### src/rtl/acq_ctl.sv
// acq_ctl -- acquisition sequencer in front of the stream-to-memory capture
// buffer. Gates the sample stream into the buffer, clears the buffer write
// pointer at each start, counts pre- and post-trigger samples, marks the last
// sample of a record with TLAST, and reports the trigger position and
// completion to software through a small bus register window.
//
// Parameters:
//   DL  capture buffer length in samples (power of 2)
//   DW  sample width
//
// Ports:
//   clk, rstn                 clock, asynchronous active-low reset
//   sti_tdata/tvalid/tready   sample stream from the source
//   sto_tdata/tvalid/tlast/   sample stream to the capture buffer
//   sto_tready
//   ctl_rst                   one-cycle buffer write-pointer clear
//   trg_ext                   external trigger, level-sampled
//   bus_addr/wdata/wen/ren    register access; bus_addr[4:2] selects
//   bus_rdata/ack/err         registered read data, one-cycle ack, err = 0
//   irq                       completion interrupt, level
//
// Register map (byte offsets):
//   0x00 CTL      W: bit0 start, bit1 stop, bit2 sw trigger
//                 R: {28'0, done, post, wait, arm}
//   0x04 CFG_PRE  pre-trigger sample count, clamped to DL
//   0x08 CFG_POST post-trigger sample count
//   0x0C TRG_PTR  buffer address of the first post-trigger sample (RO)
//   0x10 CNT      transfers since start, saturating (RO)
//   0x14 IRQ      R: status, W: 1 to clear
module acq_ctl #(
  parameter int unsigned DL = 16384,
  parameter int unsigned DW = 16
) (
  input  logic          clk,
  input  logic          rstn,
  input  logic [DW-1:0] sti_tdata,
  input  logic          sti_tvalid,
  output logic          sti_tready,
  output logic [DW-1:0] sto_tdata,
  output logic          sto_tvalid,
  output logic          sto_tlast,
  input  logic          sto_tready,
  output logic          ctl_rst,
  input  logic          trg_ext,
  input  logic [31:0]   bus_addr,
  input  logic [31:0]   bus_wdata,
  input  logic          bus_wen,
  input  logic          bus_ren,
  output logic [31:0]   bus_rdata,
  output logic          bus_ack,
  output logic          bus_err,
  output logic          irq
);

  localparam int unsigned AW = $clog2(DL);
  localparam logic [AW:0] PRE_MAX = (AW+1)'(DL);

  localparam logic [2:0] REG_CTL  = 3'd0;
  localparam logic [2:0] REG_PRE  = 3'd1;
  localparam logic [2:0] REG_POST = 3'd2;
  localparam logic [2:0] REG_TRG  = 3'd3;
  localparam logic [2:0] REG_CNT  = 3'd4;
  localparam logic [2:0] REG_IRQ  = 3'd5;

  typedef enum logic [2:0] {
    S_IDLE,
    S_CLR,
    S_ARM,
    S_WAIT,
    S_POST,
    S_DONE
  } state_t;

  state_t        state_q, state_d;
  logic [AW:0]   cfg_pre_q, cfg_pre_d;
  logic [31:0]   cfg_post_q, cfg_post_d;
  logic [AW:0]   pre_w_q, pre_w_d;
  logic [31:0]   post_w_q, post_w_d;
  logic [AW:0]   pre_cnt_q, pre_cnt_d;
  logic [31:0]   post_cnt_q, post_cnt_d;
  logic [AW-1:0] wad_q, wad_d;
  logic [31:0]   cnt_q, cnt_d;
  logic [AW-1:0] trg_ptr_q, trg_ptr_d;
  logic          irq_q, irq_d;
  logic          ack_q, ack_d;
  logic [31:0]   rdata_q, rdata_d;

  logic [2:0] reg_sel;
  logic       wr_ctl, wr_pre, wr_post, wr_irq;
  logic       cmd_start, cmd_stop, cmd_swtrg;
  logic       active, xfer, trigger, post_last, irq_set;
  logic       unused_addr_bits;

  assign reg_sel = bus_addr[4:2];
  assign unused_addr_bits = ^{bus_addr[31:5], bus_addr[1:0]};

  assign wr_ctl  = bus_wen & (reg_sel == REG_CTL);
  assign wr_pre  = bus_wen & (reg_sel == REG_PRE);
  assign wr_post = bus_wen & (reg_sel == REG_POST);
  assign wr_irq  = bus_wen & (reg_sel == REG_IRQ);

  assign cmd_start = wr_ctl & bus_wdata[0];
  assign cmd_stop  = wr_ctl & bus_wdata[1];
  // A software trigger riding on a start write would otherwise land on
  // the run being torn down; it is dropped.
  assign cmd_swtrg = wr_ctl & bus_wdata[2] & ~bus_wdata[0];

  // Stream gating: forward during acquisition, otherwise drain the source.
  assign active     = (state_q == S_ARM) | (state_q == S_WAIT) | (state_q == S_POST);
  assign sto_tdata  = sti_tdata;
  assign sto_tvalid = active & sti_tvalid;
  assign sti_tready = active ? sto_tready : 1'b1;
  assign xfer       = sto_tvalid & sto_tready;

  assign trigger   = trg_ext | cmd_swtrg;
  assign post_last = (post_cnt_q == post_w_q - 32'd1);
  assign sto_tlast = (state_q == S_POST) & sti_tvalid & post_last;

  assign ctl_rst   = (state_q == S_CLR);
  assign irq       = irq_q;
  assign bus_ack   = ack_q;
  assign bus_rdata = rdata_q;
  assign bus_err   = 1'b0;

  // Configuration registers
  always_comb begin
    cfg_pre_d  = cfg_pre_q;
    cfg_post_d = cfg_post_q;
    if (wr_pre) begin
      cfg_pre_d = (bus_wdata > DL) ? PRE_MAX : bus_wdata[AW:0];
    end
    if (wr_post) begin
      cfg_post_d = bus_wdata;
    end
  end

  // Sequencer: next state, counters, trigger pointer, interrupt status
  always_comb begin
    state_d    = state_q;
    pre_w_d    = pre_w_q;
    post_w_d   = post_w_q;
    pre_cnt_d  = pre_cnt_q;
    post_cnt_d = post_cnt_q;
    wad_d      = wad_q;
    cnt_d      = cnt_q;
    trg_ptr_d  = trg_ptr_q;
    irq_set    = 1'b0;
    irq_d      = irq_q;

    if (xfer) begin
      wad_d = wad_q + AW'(1);
      if (cnt_q != '1) begin
        cnt_d = cnt_q + 32'd1;
      end
    end

    unique case (state_q)
      S_IDLE: ;
      S_CLR: begin
        wad_d      = '0;
        cnt_d      = '0;
        pre_cnt_d  = '0;
        post_cnt_d = '0;
        pre_w_d    = cfg_pre_q;
        post_w_d   = cfg_post_q;
        state_d    = (cfg_pre_q == '0) ? S_WAIT : S_ARM;
      end
      S_ARM: begin
        if (xfer) begin
          pre_cnt_d = pre_cnt_q + (AW+1)'(1);
          if (pre_cnt_q + (AW+1)'(1) == pre_w_q) begin
            state_d = S_WAIT;
          end
        end
      end
      S_WAIT: begin
        if (trigger) begin
          // A transfer in the trigger cycle is still pre-trigger, so the
          // first post-trigger sample sits one address further on.
          trg_ptr_d = wad_q + AW'(xfer);
          state_d   = (post_w_q == '0) ? S_DONE : S_POST;
        end
      end
      S_POST: begin
        if (xfer) begin
          post_cnt_d = post_cnt_q + 32'd1;
          if (post_last) begin
            state_d = S_DONE;
          end
        end
      end
      S_DONE: ;
      default: state_d = S_IDLE;
    endcase

    // Stop overrides start; either one abandons a trigger seen this cycle.
    if (cmd_stop) begin
      state_d   = S_IDLE;
      trg_ptr_d = trg_ptr_q;
    end else if (cmd_start) begin
      state_d   = S_CLR;
      trg_ptr_d = trg_ptr_q;
    end

    irq_set = (state_d == S_DONE) & (state_q != S_DONE);
    if (irq_set) begin
      irq_d = 1'b1;
    end else if (wr_irq & bus_wdata[0]) begin
      irq_d = 1'b0;
    end
  end

  // Bus read path, registered so data lines up with ack
  always_comb begin
    ack_d   = bus_wen | bus_ren;
    rdata_d = '0;
    if (bus_ren) begin
      unique case (reg_sel)
        REG_CTL:  rdata_d = {28'd0, state_q == S_DONE, state_q == S_POST,
                             state_q == S_WAIT, state_q == S_ARM};
        REG_PRE:  rdata_d = {{(31-AW){1'b0}}, cfg_pre_q};
        REG_POST: rdata_d = cfg_post_q;
        REG_TRG:  rdata_d = {{(32-AW){1'b0}}, trg_ptr_q};
        REG_CNT:  rdata_d = cnt_q;
        REG_IRQ:  rdata_d = {31'd0, irq_q};
        default:  rdata_d = '0;
      endcase
    end
  end

  always_ff @(posedge clk or negedge rstn) begin
    if (!rstn) begin
      state_q    <= S_IDLE;
      cfg_pre_q  <= '0;
      cfg_post_q <= '0;
      pre_w_q    <= '0;
      post_w_q   <= '0;
      pre_cnt_q  <= '0;
      post_cnt_q <= '0;
      wad_q      <= '0;
      cnt_q      <= '0;
      trg_ptr_q  <= '0;
      irq_q      <= 1'b0;
      ack_q      <= 1'b0;
      rdata_q    <= '0;
    end else begin
      state_q    <= state_d;
      cfg_pre_q  <= cfg_pre_d;
      cfg_post_q <= cfg_post_d;
      pre_w_q    <= pre_w_d;
      post_w_q   <= post_w_d;
      pre_cnt_q  <= pre_cnt_d;
      post_cnt_q <= post_cnt_d;
      wad_q      <= wad_d;
      cnt_q      <= cnt_d;
      trg_ptr_q  <= trg_ptr_d;
      irq_q      <= irq_d;
      ack_q      <= ack_d;
      rdata_q    <= rdata_d;
    end
  end

endmodule

### config.mk
export PLATFORM = sky130hd
export DESIGN_NAME = acq_ctl
export DESIGN_NICKNAME = d
export VERILOG_FILES = /design/src/rtl/acq_ctl.sv
export SDC_FILE = /design/constraint.sdc
export NUM_CORES = 1
export LEC_CHECK = 0
export BUFFER_PORTS_ARGS = -buffer_cell sky130_fd_sc_hd__buf_2
export CAP_MARGIN = 15
export CORE_AREA = 3 3 193 195
export DETAILED_ROUTE_END_ITERATION = 12
export DIE_AREA = 0 0 196 198
export GPL_TIMING_DRIVEN = 0
export PLACE_DENSITY_LB_ADDON = 0.1
export SYNTH_ARGS = -nofsm -noshare
export SYNTH_HDL_FRONTEND = slang
export SYNTH_SLANG_ARGS = --single-unit
### constraint.sdc
create_clock -name clk -period 4.3 [get_ports clk]
set_input_delay 0.43 -clock clk [delete_from_list [all_inputs] [get_ports clk]]
set_output_delay 0.43 -clock clk [all_outputs]
set_load 0.01 [all_outputs]
==> impl_metrics.tcl <==
set metrics [dict create \
    grt_pass1_vias 9805 \
    tightest_slew_ps 1120 \
    insertion_delay_ps 540 \
    die_w_microns 196 \
    synthTopCellsByArea "dfrtp_1 48%, nand2_1 6.2%, nor2_1 5.1%, xor2_1 4.9%, xnor2_1 4.6%" \
    dp_cells 1899 \
    synth_top_family_by_area "simple AND/OR/NAND/NOR gates" \
    cp-end-kind "primary output" \
    fp.dieH_microns 198 \
    min_period_over_period_pct 98.1 \
    wire_per_inst_microns 18.7 \
    synth-edff-count 0 \
    start_kind "flip-flop" \
    path_class "reg -> out" \
    r2r-start "state_q[2]" \
    hold_class "in -> reg" \
    synthArstFlopShare_pct 100 \
    slew_viol_final 0 \
    fillers 3586 \
    max_freq_ghz 0.237 \
    synth-compound-area-share_pct 11.1 \
    initial_core_util_pct 35.0 \
    area_delta_synth_final_pct 16.9 \
    final_cells 1953 \
    hold_violations 0 \
    powerDensity_mw_per_mm2 496 \
    dpl-instance-area_sq_mm 0.0136 \
    leakagePower_nw 6.52 \
    clk_pin_slew_ps 60 \
    crit_fanout 8 \
    netlist_instances 1342 \
    coreArea_sq_mm 0.0356 \
    synth_top_area_cell "dfrtp_1" \
    synth_top_area_share_pct 47.9 \
    drc 0 \
    clock_sinks 238 \
    hold_ws_ps 136 \
    finalCriticalPeriod_ps 4220 \
    crit_arrival_ps 3790 \
    cts_tree "yes" \
    antenna_left 0 \
    syn_nets 1436 \
    muxShareOfSynthArea_pct 4.17 \
    worst-r2r-cell-count 9 \
    stdcell_area_sq_mm 0.0145 \
    syn_area_per_cell_sq_um 9.27 \
    layout_common_cells "238 x dfrtp_1, 206 x nand2_1, 168 x nor2_1" \
    drt_iter0_drc 542 \
    rsz0062_at_grt "true" \
    grt_max_degree 113 \
    finalNetCount 1565 \
    h-tree-depth 1 \
    slew-limit-headroom_pct 23.4 \
    status "complete, no violations" \
    r2r_slack_ps 550 \
    synth_top_flop_cell "dfrtp_1" \
    cts_buffers 28 \
    dpl.hpwl_mm 27.5 \
    io_pins 142 \
    min_path_cells 2 \
    synth_xor_area_share_pct 9.51 \
    io_buffers 94 \
    fin_worst_skew_ps 13.5 \
    yosysWarningCount 0 \
    ys_ff_latch 238 \
    grt_overflow 0 \
    antenna_cells 0 \
    grt_pass1_wl_mm 57.2 \
    synthesis.area_sq_mm 0.0124 \
    synth.distinct_cells 64 \
    vias_per_cell 5.18 \
    cts_root_buf "clkbuf_16" \
    grt_usage_pct 18.5 \
    irDropWorstVdd_mv 0.256 \
    setup_viol 0 \
    dr.pass1.iters 5 \
    synthSimpleGateAreaFrac_pct 22.9 \
    layout.cells.most_common "dfrtp_1" \
    r2r_end "post_cnt_q[30]" \
    clock_path_buffers 3 \
    antenna_found_initial 0 \
    cp_data_required_time_ps 3870 \
    die_area_sq_mm 0.0388 \
    hp-start "bus_wdata[24]" \
    fp-row-count 69 \
    yosysSeqAreaShare_pct 47.9 \
    fin_tns_setup_ps 0 \
    maxCapViolations 0 \
    place.gp.congestion 0.874 \
    hold_end "cfg_post_q[24]" \
    synthAdderAreaFrac_pct 0.704 \
    via_count 10100 \
    drt_wl_total_mm 36.4 \
    drive_gt1_share_pct 14.9 \
]
worst max-delay path: stages, from the launching register on:
cell	delay [ps]
dfrtp_1	370
inv_1	110
ha_4	160
or4b_1	420
buf_2	170
or4_4	480
or4_4	510
mux2i_1	160
o211ai_1	150
a2111oi_4	280
and4_1	280
buf_2	150
synthesized netlist by cell type, drive strengths merged, types with 14 or more instances:
cell type and instances:
xnor2 66, dfrtp 238, nand4 25, nor2 168, and3 14, a22o 15
nand3 42, a21oi 57, nor3 24, and2 15, buf 26, nand2 206
nor4 21, a22oi 42, mux2 39, inv 14, xor2 69, o21ai 39
clkbuf 63
worst max path at each step:
stage | startpoint | slack, ps | end
3_3_place_gp | rstn | -1790 | post_cnt_q[21]
5_1_grt | post_w_q[0] | -100 | sto_tlast
2_1_floorplan | post_w_q[0] | 890 | sto_tlast
3_5_place_dp | post_w_q[0] | 370 | sto_tlast
6_report | post_w_q[0] | 80 | sto_tlast
4_1_cts | post_w_q[14] | 9 | sto_tlast
layer usage:
layer  track usage, %  up-vias  share of wire [%]
met3             2.02       44                3.7
met5                0        -                  0
met2             30.9      198                 48
li1                 -     4940                  -
met1             26.1     4928                 47
met4             4.07        0                2.1
layout make-up:
| class | instances | area, sq um | area share [%] |
|---|---|---|---|
| plain buffers | 89 | 408 | 2.81 |
| clock buffers | 42 | 845 | 5.81 |
| clock inverters | 9 | 95.1 | 0.654 |
| inverters | 14 | 52.6 | 0.361 |
| multi-input cells | 1001 | 6050 | 41.6 |
| flip-flops and latches | 238 | 5960 | 41.0 |
| well taps | 461 | 577 | 3.97 |
| repair buffers | 99 | 557 | 3.83 |
kinds of logic after synthesis:
| group | after synthesis |
|---|---|
| AO/OA/AOI/OAI | 209 |
| XOR/XNOR | 135 |
| adder cells (fa/ha/maj) | 7 |
| buffers and inverters | 103 |
| flip-flops | 238 |
| multiplexers | 47 |
| other | 1 |
| AND/OR/NAND/NOR | 602 |
repair_timing:
item,4_1_cts,5_1_grt
gates cloned,0,0
pin swaps,3,0
setup endpoints to repair,1,1
hold buffers,1,0
hold endpoints to repair,41,0
resized for setup,4,1
buffers inserted,1,0
per-stage QoR:
step	power, mW	worst slack [ps]	util, %
final	7.22	81.0	40.9
after detailed placement	4.81	366	38.1
after floorplan	4.19	890	-
after global placement	4.78	-1790	37.9
after global routing	7.66	-105	40.9
after CTS	7.29	8.89	40.9
state kept, by name (all words and copies together) (netlist names):
signal      count
trg_ptr_q      14
bus_ack         1
cfg_post_q     32
state_q         3
irq             1
pre_cnt_q      15
bus_rdata      32
post_cnt_q     32
wad_q          14
pre_w_q        15
post_w_q       32
cnt_q          32
cfg_pre_q      15
power by group:
part	leakage (nW)	switching (mW)	internal [mW]
Combinational	2.88	0.999	0.744
Clock	0.470	0.951	1.46
Sequential	3.17	0.439	2.62
Note: power is estimated with default switching activity, not from simulation.
